===== src/rtl/riscv_core_pkg.sv =====
// Shared core types and widths used by the writeback arbitration slice.
package riscv_core_pkg;

   localparam int XLEN   = 64;
   localparam int REG_AW = 5;

   typedef struct packed {
      logic [REG_AW-1:0] rd;
      logic [XLEN-1:0]   wd;
   } wb_entry_t;

endpackage


===== src/rtl/riscv_core_wb_fifo.sv =====
// Synchronous FIFO holding multi-cycle results until they win the register-file write port.
module riscv_core_wb_fifo
   import riscv_core_pkg::*;
#(
   parameter int DEPTH = 2
) (
   input  logic      clk,
   input  logic      rst,
   input  logic      push,
   input  wb_entry_t push_data,
   input  logic      pop,
   output wb_entry_t head,
   output logic      full,
   output logic      empty
);

   localparam int AW = $clog2(DEPTH);

   wb_entry_t     mem [DEPTH];
   logic [AW-1:0] wr_ptr;
   logic [AW-1:0] rd_ptr;
   logic [AW:0]   count;
   logic [AW:0]   count_n;
   logic          do_push;
   logic          do_pop;

   assign do_push = push && !full;
   assign do_pop  = pop && !empty;
   assign count_n = count + (AW+1)'(do_push) - (AW+1)'(do_pop);
   assign head    = mem[rd_ptr];

   always_ff @(posedge clk) begin
      if (do_push) begin
         mem[wr_ptr] <= push_data;
      end
   end

   // Flags are registered from the next count so consumers see them straight from flops.
   always_ff @(posedge clk) begin
      if (rst) begin
         wr_ptr <= '0;
         rd_ptr <= '0;
         count  <= '0;
         full   <= 1'b0;
         empty  <= 1'b1;
      end else begin
         if (do_push) begin
            wr_ptr <= wr_ptr + AW'(1);
         end
         if (do_pop) begin
            rd_ptr <= rd_ptr + AW'(1);
         end
         count <= count_n;
         full  <= (count_n == (AW+1)'(DEPTH));
         empty <= (count_n == '0);
      end
   end

endmodule


===== src/rtl/riscv_core_wb_arb.sv =====
// Writeback arbiter: shares the register-file write port between the pipeline and buffered
// mul/div results, with starvation-forced drains and a pending-result scoreboard.
module riscv_core_wb_arb
   import riscv_core_pkg::*;
#(
   parameter int FIFO_DEPTH   = 2,
   parameter int STARVE_LIMIT = 8
) (
   input  logic              i_wb_clk,
   input  logic              i_wb_rst,
   input  logic              i_wb_pipe_we,
   input  logic [REG_AW-1:0] i_wb_pipe_rd,
   input  logic [XLEN-1:0]   i_wb_pipe_wd,
   input  logic              i_wb_ml_valid,
   input  logic [REG_AW-1:0] i_wb_ml_rd,
   input  logic [XLEN-1:0]   i_wb_ml_wd,
   output logic              o_wb_ml_ready,
   input  logic              i_wb_issue,
   input  logic [REG_AW-1:0] i_wb_issue_rd,
   output logic [31:0]       o_wb_busy,
   output logic              o_wb_stall,
   output logic              o_wb_rf_we3,
   output logic [REG_AW-1:0] o_wb_rf_a3,
   output logic [XLEN-1:0]   o_wb_rf_wd3
);

   localparam int CW = $clog2(STARVE_LIMIT + 1);
   localparam logic [CW-1:0] LIMIT = CW'(STARVE_LIMIT);

   wb_entry_t     ml_entry;
   wb_entry_t     head;
   logic          fifo_push;
   logic          fifo_full;
   logic          fifo_empty;
   logic          pipe_eff;
   logic          force_drain;
   logic          head_grant;
   logic          pipe_grant;
   logic [CW-1:0] starve_q;
   logic [31:0]   busy_q;
   logic [31:0]   busy_n;

   assign pipe_eff      = i_wb_pipe_we && (i_wb_pipe_rd != '0);
   assign o_wb_ml_ready = !fifo_full;
   assign fifo_push     = i_wb_ml_valid && !fifo_full && (i_wb_ml_rd != '0);
   assign ml_entry.rd   = i_wb_ml_rd;
   assign ml_entry.wd   = i_wb_ml_wd;

   riscv_core_wb_fifo #(
      .DEPTH(FIFO_DEPTH)
   ) u_fifo (
      .clk      (i_wb_clk),
      .rst      (i_wb_rst),
      .push     (fifo_push),
      .push_data(ml_entry),
      .pop      (head_grant),
      .head     (head),
      .full     (fifo_full),
      .empty    (fifo_empty)
   );

   // The pipeline owns the port unless the buffered head has waited STARVE_LIMIT cycles.
   assign force_drain = !i_wb_rst && !fifo_empty && (starve_q == LIMIT);
   assign head_grant  = !i_wb_rst && !fifo_empty && (force_drain || !pipe_eff);
   assign pipe_grant  = !i_wb_rst && pipe_eff && !force_drain;
   assign o_wb_stall  = force_drain;
   assign o_wb_rf_we3 = head_grant || pipe_grant;
   assign o_wb_rf_a3  = head_grant ? head.rd : i_wb_pipe_rd;
   assign o_wb_rf_wd3 = head_grant ? head.wd : i_wb_pipe_wd;

   always_ff @(posedge i_wb_clk) begin
      if (i_wb_rst) begin
         starve_q <= '0;
      end else if (fifo_empty || head_grant) begin
         starve_q <= '0;
      end else begin
         starve_q <= starve_q + CW'(1);
      end
   end

   // Set is applied after clear so a re-issue to the register being retired keeps it busy.
   always_comb begin
      busy_n = busy_q;
      if (head_grant) begin
         busy_n[head.rd] = 1'b0;
      end
      if (i_wb_issue && (i_wb_issue_rd != '0)) begin
         busy_n[i_wb_issue_rd] = 1'b1;
      end
      busy_n[0] = 1'b0;
   end

   always_ff @(posedge i_wb_clk) begin
      if (i_wb_rst) begin
         busy_q <= '0;
      end else begin
         busy_q <= busy_n;
      end
   end

   assign o_wb_busy = busy_q;

   a_issue_not_busy: assert property (@(posedge i_wb_clk) disable iff (i_wb_rst)
      (i_wb_issue && (i_wb_issue_rd != '0)) |->
         (!busy_q[i_wb_issue_rd] || (head_grant && (head.rd == i_wb_issue_rd))));

   a_pipe_not_busy: assert property (@(posedge i_wb_clk) disable iff (i_wb_rst)
      pipe_eff |-> !busy_q[i_wb_pipe_rd]);

endmodule


===== config.mk =====
export PLATFORM = sky130hd
export DESIGN_NAME = riscv_core_wb_arb
export DESIGN_NICKNAME = d
export VERILOG_FILES = /design/src/rtl/riscv_core_pkg.sv /design/src/rtl/riscv_core_wb_fifo.sv /design/src/rtl/riscv_core_wb_arb.sv
export SDC_FILE = /design/constraint.sdc
export NUM_CORES = 1
export LEC_CHECK = 0
export CORE_MARGIN = 4
export CORE_UTILIZATION = 45
export CTS_BUF_LIST = sky130_fd_sc_hd__clkbuf_4 sky130_fd_sc_hd__clkbuf_8
export DETAILED_ROUTE_END_ITERATION = 8
export PLACE_DENSITY = 0.78
export SYNTH_ARGS = -nofsm -noshare
export SYNTH_HDL_FRONTEND = slang
export SYNTH_SLANG_ARGS = --single-unit

===== constraint.sdc =====
create_clock -name i_wb_clk -period 11.6 [get_ports i_wb_clk]
set_clock_uncertainty 0.2 [all_clocks]
set_input_delay 1.74 -clock i_wb_clk [delete_from_list [all_inputs] [get_ports i_wb_clk]]
set_output_delay 1.74 -clock i_wb_clk [all_outputs]
set_load 0.005 [all_outputs]

* After elaboration in Yosys (flattened, before gate mapping) *
Memories as Yosys holds them, arrays and structs flattened. A register that Yosys moved wholly into a read port is not among the register bits.
Cells that the tools add are included.

word-level totals
  bits in writable memories = 138
  input bits = 148
  memories kept = 1
  logic and storage cells = 61
  output and inout bits = 104
  register bits after elaboration = 42

operators by class
  equality and inequality tests = 2
  add/subtract/negate cells = 5
  multiplexer cells = 12
  bitwise operators = 3
  magnitude comparators = 4
  reductions and logical operators = 26

memories
  memory      words  width  rd ports  clocked after Yosys merged registers in  wr ports  RTL line                  RTL
  u_fifo.mem  2      69     1         1                                        1         riscv_core_wb_fifo.sv:19  wb_entry_t mem [DEPTH];

operators with widths
  operator             number
  $mux 32              2
  $mux 64              1
  $and 32x32->32       1
  $not 32->32          1
  $or 32x32->32        1
  $reduce_bool 5->1    3
  $logic_and 1x1->1    13
  $lt 5x6->1 const B   2
  $demux 1 s5          2
  $ge 5x1->1 const B   2
  $mux 1               6
  $logic_not 1->1      5
  $mux 5               1
  $add 4x1->4 const B  1
  $eq 4x4->1 const B   1
  $logic_or 1x1->1     3
  $add 1x1->1 const B  2
  $add 2x1->2          1
  $eq 2x2->1 const B   1
  $logic_not 2->1      1
  $reduce_or 2->1      1
  $sub 2x1->2          1

* Longest topological paths before layout *
Gate-level depths: netlist (run 1).

  depth in word-level cells = 9
  gate-level depth with buffers = 14
  mapped depth without buffers = 12

* Hierarchy *
A second synthesis (run 1) with hierarchy kept.

second synthesis, totals
  cells, all modules = 504
  area, all modules = 7842.5 um2

by module, submodules not included
  module              seq. area each (um2)  area each (um2)  times used  cells an instance
  riscv_core_wb_fifo  4284.1                5318.9           1           246
  riscv_core_wb_arb   700.7                 2523.7           1           258

* Least setup slack after synthesis (run 1) *
No wires, ideal clock.

  path type = input -> register
  start point = input port i_wb_ml_rd[1]
  end point = memory u_fifo.mem[0][0] in the netlist's numbering, enable pin
  slack = 5.789 ns
  data arrival time = 5.106 ns
  library setup time = 0.505 ns
  cell stages on the path = 3
  cell sequence = or3_1 o311a_1 nor2b_1

between the ends
  word-level cells in the longest chain between the ends = 5

ends and longest elaborated chain
  item                          RTL line                  RTL
  from (decl)                   riscv_core_wb_arb.sv:15   input logic [REG_AW-1:0] i_wb_ml_rd,
  $reduce_bool 5->1             riscv_core_wb_arb.sv:45   assign fifo_push = i_wb_ml_valid && !fifo_full && (i_wb_ml_rd != '0);
  $logic_and 1x1->1             riscv_core_wb_arb.sv:45
  $logic_and 1x1->1             riscv_core_wb_fifo.sv:27  assign do_push = push && !full;
  $mux 1                        riscv_core_wb_fifo.sv:33  if (do_push) begin
  $mux 1 (implied by the code)  riscv_core_wb_fifo.sv:34  mem[wr_ptr] <= push_data;
  to (decl)                     riscv_core_wb_fifo.sv:19

No other way between the ends.

* Final worst setup path (run 1) *
  start point = input port i_wb_pipe_rd[2]
  end point = output port o_wb_rf_wd3[5]

between the ends
  word-level cells in the longest chain between the ends = 6

ends and longest elaborated chain
  item               RTL line                 RTL
  from (decl)        riscv_core_wb_arb.sv:12  input logic [REG_AW-1:0] i_wb_pipe_rd,
  $reduce_bool 5->1  riscv_core_wb_arb.sv:43  assign pipe_eff = i_wb_pipe_we && (i_wb_pipe_rd != '0);
  $logic_and 1x1->1  riscv_core_wb_arb.sv:43
  $logic_not 1->1    riscv_core_wb_arb.sv:64  assign head_grant = !i_wb_rst && !fifo_empty && (force_drain || !pipe_eff);
  $logic_or 1x1->1   riscv_core_wb_arb.sv:64
  $logic_and 1x1->1  riscv_core_wb_arb.sv:64
  $mux 64            riscv_core_wb_arb.sv:69  assign o_wb_rf_wd3 = head_grant ? head.wd : i_wb_pipe_wd;
  to (decl)          riscv_core_wb_arb.sv:24  output logic [XLEN-1:0] o_wb_rf_wd3

No other way between the ends.

==> impl_metrics.yaml, run 1 <==
synthesis:
  synthFlopType: "edfxtp_1"
  synth-xor-area-share_pct: 0.563
  synth.area.top_cells: "edfxtp_1 (53%), mux2_2 (19%), dfxtp_1 (11%), nor2_1 (1.8%), nor3_1 (1.2%)"
  yosysTopAreaCell: "edfxtp_1"
  synth_cells: 528
  synthArstFlopShare_pct: 0
  synth-simple-area-share_pct: 8.48
  synth_nets: 680
  ys_types: 41
  netlist_area_um2: 7770
  ys_ff_latch: 180
  synth_fa_ha_area_share_pct: 0.644
  synthMuxAreaShare_pct: 20.6
  yosysSeqAreaShare_pct: 64.1
  avgSynthCellArea_um2: 14.7
  synth_top_family_by_area: "multiplexers"
  ys.warnings.count: 0
  synth-edff-count: 138
  yosysTopAreaCellShare_pct: 53.3
  synth_compound_area_share_pct: 3.56
setup_path:
  criticalPathCategory: "in2out"
  crit_start: "i_wb_pipe_rd[2]"
  cp-end-kind: "output port"
  crit_required_ns: 9.66
  arrival_ns: 5.18
  r2r-start: "starve_q[0]"
  start_kind: "primary input"
  critPathMaxFanout: 46
job:
  maxCapViolations: 0
clock_tree:
  cts-root-buf: "clkbuf_8"
  cts_buffers: 17
  clkSinkCount: 180
  path_clk_slew_ns: 0.09
  clk_latency_ns: 0.45
  hold_buffers: 0
  post_cts_buffers: 0
  tritoncts: "built"
  clockBufferDepth: 2
  cts-htree-levels: 4
  cts-resized-gates: 0
cells_and_area:
  n_fill_cell: 1235
  layout-drive-gt1-share_pct: 22.9
  areaGrowthSynthToFinish_pct: 39.4
  layout_common_cells: "clkdlybuf4s50_1 (250), edfxtp_1 (138), mux2_2 (133)"
  diodes: 0
  layout_commonest_cell: "clkdlybuf4s50_1"
  design_area_um2: 10800
  nNetsFinal: 926
die:
  dieArea_um2: 19400
  fp.coreArea_um2: 16800
  dieHeight_um: 139
  dieWidth_um: 139
  rows: 47
  io_pins: 252
  initial_core_util_pct: 46.4
timing:
  layout_setup_ws_ns: 4.48
  min_period_ns: 7.12
  min_period_over_period_pct: 61.3
  slew_violations: 0
  hold_viol: 0
  slew_headroom_pct: 27.5
  worstMarginPinSlew_ns: 1.09
  setup_tns_ns: 0
  fmax_mhz: 141
  setup_viol: 0
  rsz0062_at_grt: "no"
global_routing:
  first_global_vias: 5689
  groute.usage.overall_pct: 19.9
  grt_max_degree: 81
  grt_pass1_wl_um: 30300
  grt_overflow_total: 0
  grt_antenna_before_repair: 0
drt:
  routed_via_density: 5.28
  drt_wl_total_um: 19600
  drt_pre_antenna_iters: 4
  antenna_left: 0
  drc: 0
  vias: 5313
  avgRoutedWirePerCell_um: 19.5
  drt_iter0_markers: 354
worst_hold_path:
  hp-start: "o_wb_busy[16]"
  hp-class: "reg2reg"
power_and_ir_drop:
  pwr-share-comb_pct: 24.3
  p_seq_share_pct: 51.4
  p_sw_uw: 444
  leakage_nw: 3.59
  switching_share_pct: 27.1
  power_frac_clock_pct: 24.3
  powerDensity_nw_per_um2: 151
  intPower_mw: 1.20
  peakVddDrop_mv: 0.0919
placement:
  hpwl_um: 14300
  port_buffers: 250
  placed_area_um2: 10500
  dp_slack_ns: 4.51
  place_congestion: 0.886
status:
  outcome: "complete, no violations"
[cells by family (layout without fill, tap and decap cells)]
kind of cell,count (synthesis),count (layout)
adders and majority gates,4,4
DFF,180,180
buffers and inverters,32,291
xor gates and xnor gates,5,5
and+or+nand+nor,120,120
other,1,1
muxes,143,143
AOI/OAI and AO/OA,43,43
[stage by stage]
step	util [%]	cells	power [mW]	hold slack, ns
2_1_floorplan	-	528	1.07	0.230
3_3_place_gp	62.4	975	1.25	0.237
3_5_place_dp	62.4	975	1.26	0.257
4_1_cts	64.7	1007	1.66	0.274
5_1_grt	64.7	1007	1.72	0.284
6_report	64.7	1007	1.64	0.287
[metal layers]
layer	vias to the layer above	wire, um	track usage (%)
li1	2522	-	-
met1	2511	7940	24.1
met2	244	9730	33.9
met3	36	1500	5.97
met4	0	431	7.11
met5	-	0	0
[cells in the mapped netlist, drive strengths merged (3+ instances only)]
library cell    n
o31ai           8
clkbuf         17
mux2          138
nand2b          6
mux2i           5
o21ai           7
or3             6
nor3b           3
dfxtp          42
a21oi          17
or2             6
nor3           20
and3b           3
buf            10
edfxtp        138
nor2           38
xnor2           3
nand2           4
inv             5
o41ai           8
nor4           15
nand3           6
ha              4
nand4b          3
[power by group through the flow]
| stage | clock network, mW | registers, mW | logic [mW] |
|---|---|---|---|
| global route | 0.435 | 0.853 | 0.429 |
| floorplan | 0 | 0.830 | 0.236 |
| global placement | 0 | 0.853 | 0.394 |
| finish | 0.399 | 0.843 | 0.399 |
| detailed placement | 0 | 0.859 | 0.400 |
| CTS | 0.409 | 0.845 | 0.404 |
[worst paths after layout]
kind         depth (start not counted)  slack (ns)             end
max                                  7        4.48  o_wb_rf_wd3[5]
min reg2reg                          2        0.29   o_wb_busy[16]
min                                  2        0.29   o_wb_busy[16]
max reg2reg                         13        8.14    u_fifo.empty
[state kept, by name, summed over array words and instances, names as in the netlist, named ones only]
| name | count |
|---|---|
| o_wb_busy | 31 |
| starve_q | 4 |
| u_fifo.count | 2 |
| u_fifo.empty | 1 |
| u_fifo.full | 1 |
| u_fifo.mem | 138 |
| u_fifo.rd_ptr | 1 |
| u_fifo.wr_ptr | 1 |
[worst max-delay path, cell delays in order]
cell and delay [ns]:
clkdlybuf4s50_1 0.44, or4_1 0.54, o211a_1 0.66, nor3_4 0.30, buf_4 0.53, mux2_1 0.44
clkdlybuf4s50_1 0.47
[area by class of cell]
class	count	area [um2]	share of cell area, %
timing repair buffer	254	2530	23.4
clock inverter	14	131	1.21
multi-input combinational	316	2650	24.4
clock buffer	18	241	2.23
tap	220	275	2.54
inverter	5	18.8	0.173
sequential	180	4990	46.0
No activity file was read; power rests on OpenSTA's default activity.
==> run 2: changes to the inputs <==
- clock period: 11.6 -> 6.7 ns (I/O delays scaled with it)
==> run 2 against run 1 <==
- cell count unchanged
- cell area down 0.14%
- sequential share of layout area up 0.064 points
- sequential power up 73%
- core utilization down 0.090 points
- largest cell class unchanged
- first-iteration DRC count down 13%
==> impl_metrics.yaml, run 2 (synthesized netlist as in run 1, its figures left out) <==
drt:
  antenna_left: 0
  avgRoutedWirePerCell_um: 19.6
  drt_iter0_markers: 307
  drc: 0
  vias: 5388
  routed_via_density: 5.35
  drt_wl_total_um: 19700
  drt_pre_antenna_iters: 4
global_routing:
  grt_max_degree: 81
  first_global_vias: 5659
  groute.usage.overall_pct: 19.8
  grt_antenna_before_repair: 0
  grt_pass1_wl_um: 30100
  grt_overflow_total: 0
power_and_ir_drop:
  leakage_nw: 3.58
  total_power_mw: 2.82
  powerDensity_nw_per_um2: 261
  peakVddDrop_mv: 0.131
clock_tree:
  hold_buffers: 0
  clk_latency_ns: 0.44
  cts_buffers: 17
  post_cts_buffers: 0
  cts-root-buf: "clkbuf_8"
  path_clk_slew_ns: 0.09
  cts-resized-gates: 0
  clockBufferDepth: 2
  cts-htree-levels: 4
  clkSinkCount: 180
  tritoncts: "built"
placement:
  place_congestion: 0.886
  dp_cells: 975
  hpwl_um: 14400
  port_buffers: 250
  placed_area_um2: 10500
  dp_slack_ns: 1.06
cells_and_area:
  regMostFlops: "u_fifo.mem"
  largest_reg_flops: 138
  diodes: 0
  nNetsFinal: 926
  layout-drive-gt1-share_pct: 22.9
  layout_common_cells: "clkdlybuf4s50_1 (250), edfxtp_1 (138), mux2_2 (133)"
  fin_cells: 1007
  fin_util_pct: 64.6
  areaGrowthSynthToFinish_pct: 39.2
  n_fill_cell: 1186
  layout_commonest_cell: "clkdlybuf4s50_1"
  design_area_um2: 10800
timing:
  slew_violations: 0
  slew_headroom_pct: 23.1
  layout_setup_ws_ns: 1.01
  setup_tns_ns: 0
  fmax_mhz: 176
  worstMarginPinSlew_ns: 1.15
  min_period_over_period_pct: 84.9
  hold_viol: 0
  setup_viol: 0
  whs_ns: 0.271
  min_period_ns: 5.69
  rsz0062_at_grt: "no"
setup_path:
  start_kind: "primary input"
  r2r-end: "u_fifo.empty"
  r2r_cells: 13
  crit_required_ns: 5.49
  cp-end-kind: "output port"
  arrival_ns: 4.48
  critPathMaxFanout: 46
  r2r-start: "starve_q[0]"
  rrSetupSlack_ns: 3.19
  criticalPathCategory: "in2out"
die:
  initial_core_util_pct: 46.4
  dieArea_um2: 19400
  dieWidth_um: 139
  rows: 47
  fp.coreArea_um2: 16800
  dieHeight_um: 139
  io_pins: 252
worst_hold_path:
  hp-class: "reg2reg"
  hold_end: "u_fifo.rd_ptr"
  hp-start: "u_fifo.rd_ptr"
  hold_depth: 1
status:
  outcome: "complete, no violations"
job:
  maxCapViolations: 0
[run 2: cell count changes in the layout (fill, tap and decap cells not counted), sizes merged]
cell    before  now
inv          8   12
clkinv       8    6
bufinv       1    0
clkbuf      18   17
[run 2: worst max-delay path: stages]
cell             delay [ns]
clkdlybuf4s50_1        0.44
or4_1                  0.54
o211a_1                0.68
nor3_4                 0.31
buf_4                  0.53
mux2_1                 0.43
clkdlybuf4s50_1        0.47
[run 2: power by group]
group,switching [mW],total [mW],internal [mW]
Clock,0.402,0.668,0.267
Combinational,0.298,0.693,0.395
Sequential,0.0851,1.46,1.37
Total,0.785,2.82,2.03
[run 2: how the worst max path moves through the flow]
stage,startpoint,to,slack [ns]
floorplan,i_wb_ml_rd[1],u_fifo.mem[0][0],1.62
global placement,i_wb_pipe_rd[1],o_wb_rf_wd3[5],1.16
detailed placement,i_wb_pipe_rd[2],o_wb_rf_wd3[5],1.06
CTS,i_wb_pipe_rd[2],o_wb_rf_wd3[5],1.04
global route,i_wb_pipe_rd[1],o_wb_rf_wd3[5],0.85
finish,i_wb_pipe_rd[2],o_wb_rf_wd3[5],1.01
[run 2: per-layer routing]
layer,track usage (%),share of wire (%)
met2,34.6,50
met4,6.23,1.7
met1,23.2,40
met5,0,0
met3,6.48,8.1
[run 2: final cells by class]
cell class | count | area, um2 | share of cell area, %
clock buffers | 17 | 234 | 2.16
well taps | 220 | 275 | 2.54
inverters | 5 | 18.8 | 0.173
multi-input cells | 316 | 2650 | 24.5
repair buffers | 254 | 2530 | 23.4
clock inverters | 15 | 124 | 1.14
flip-flops and latches | 180 | 4990 | 46.1
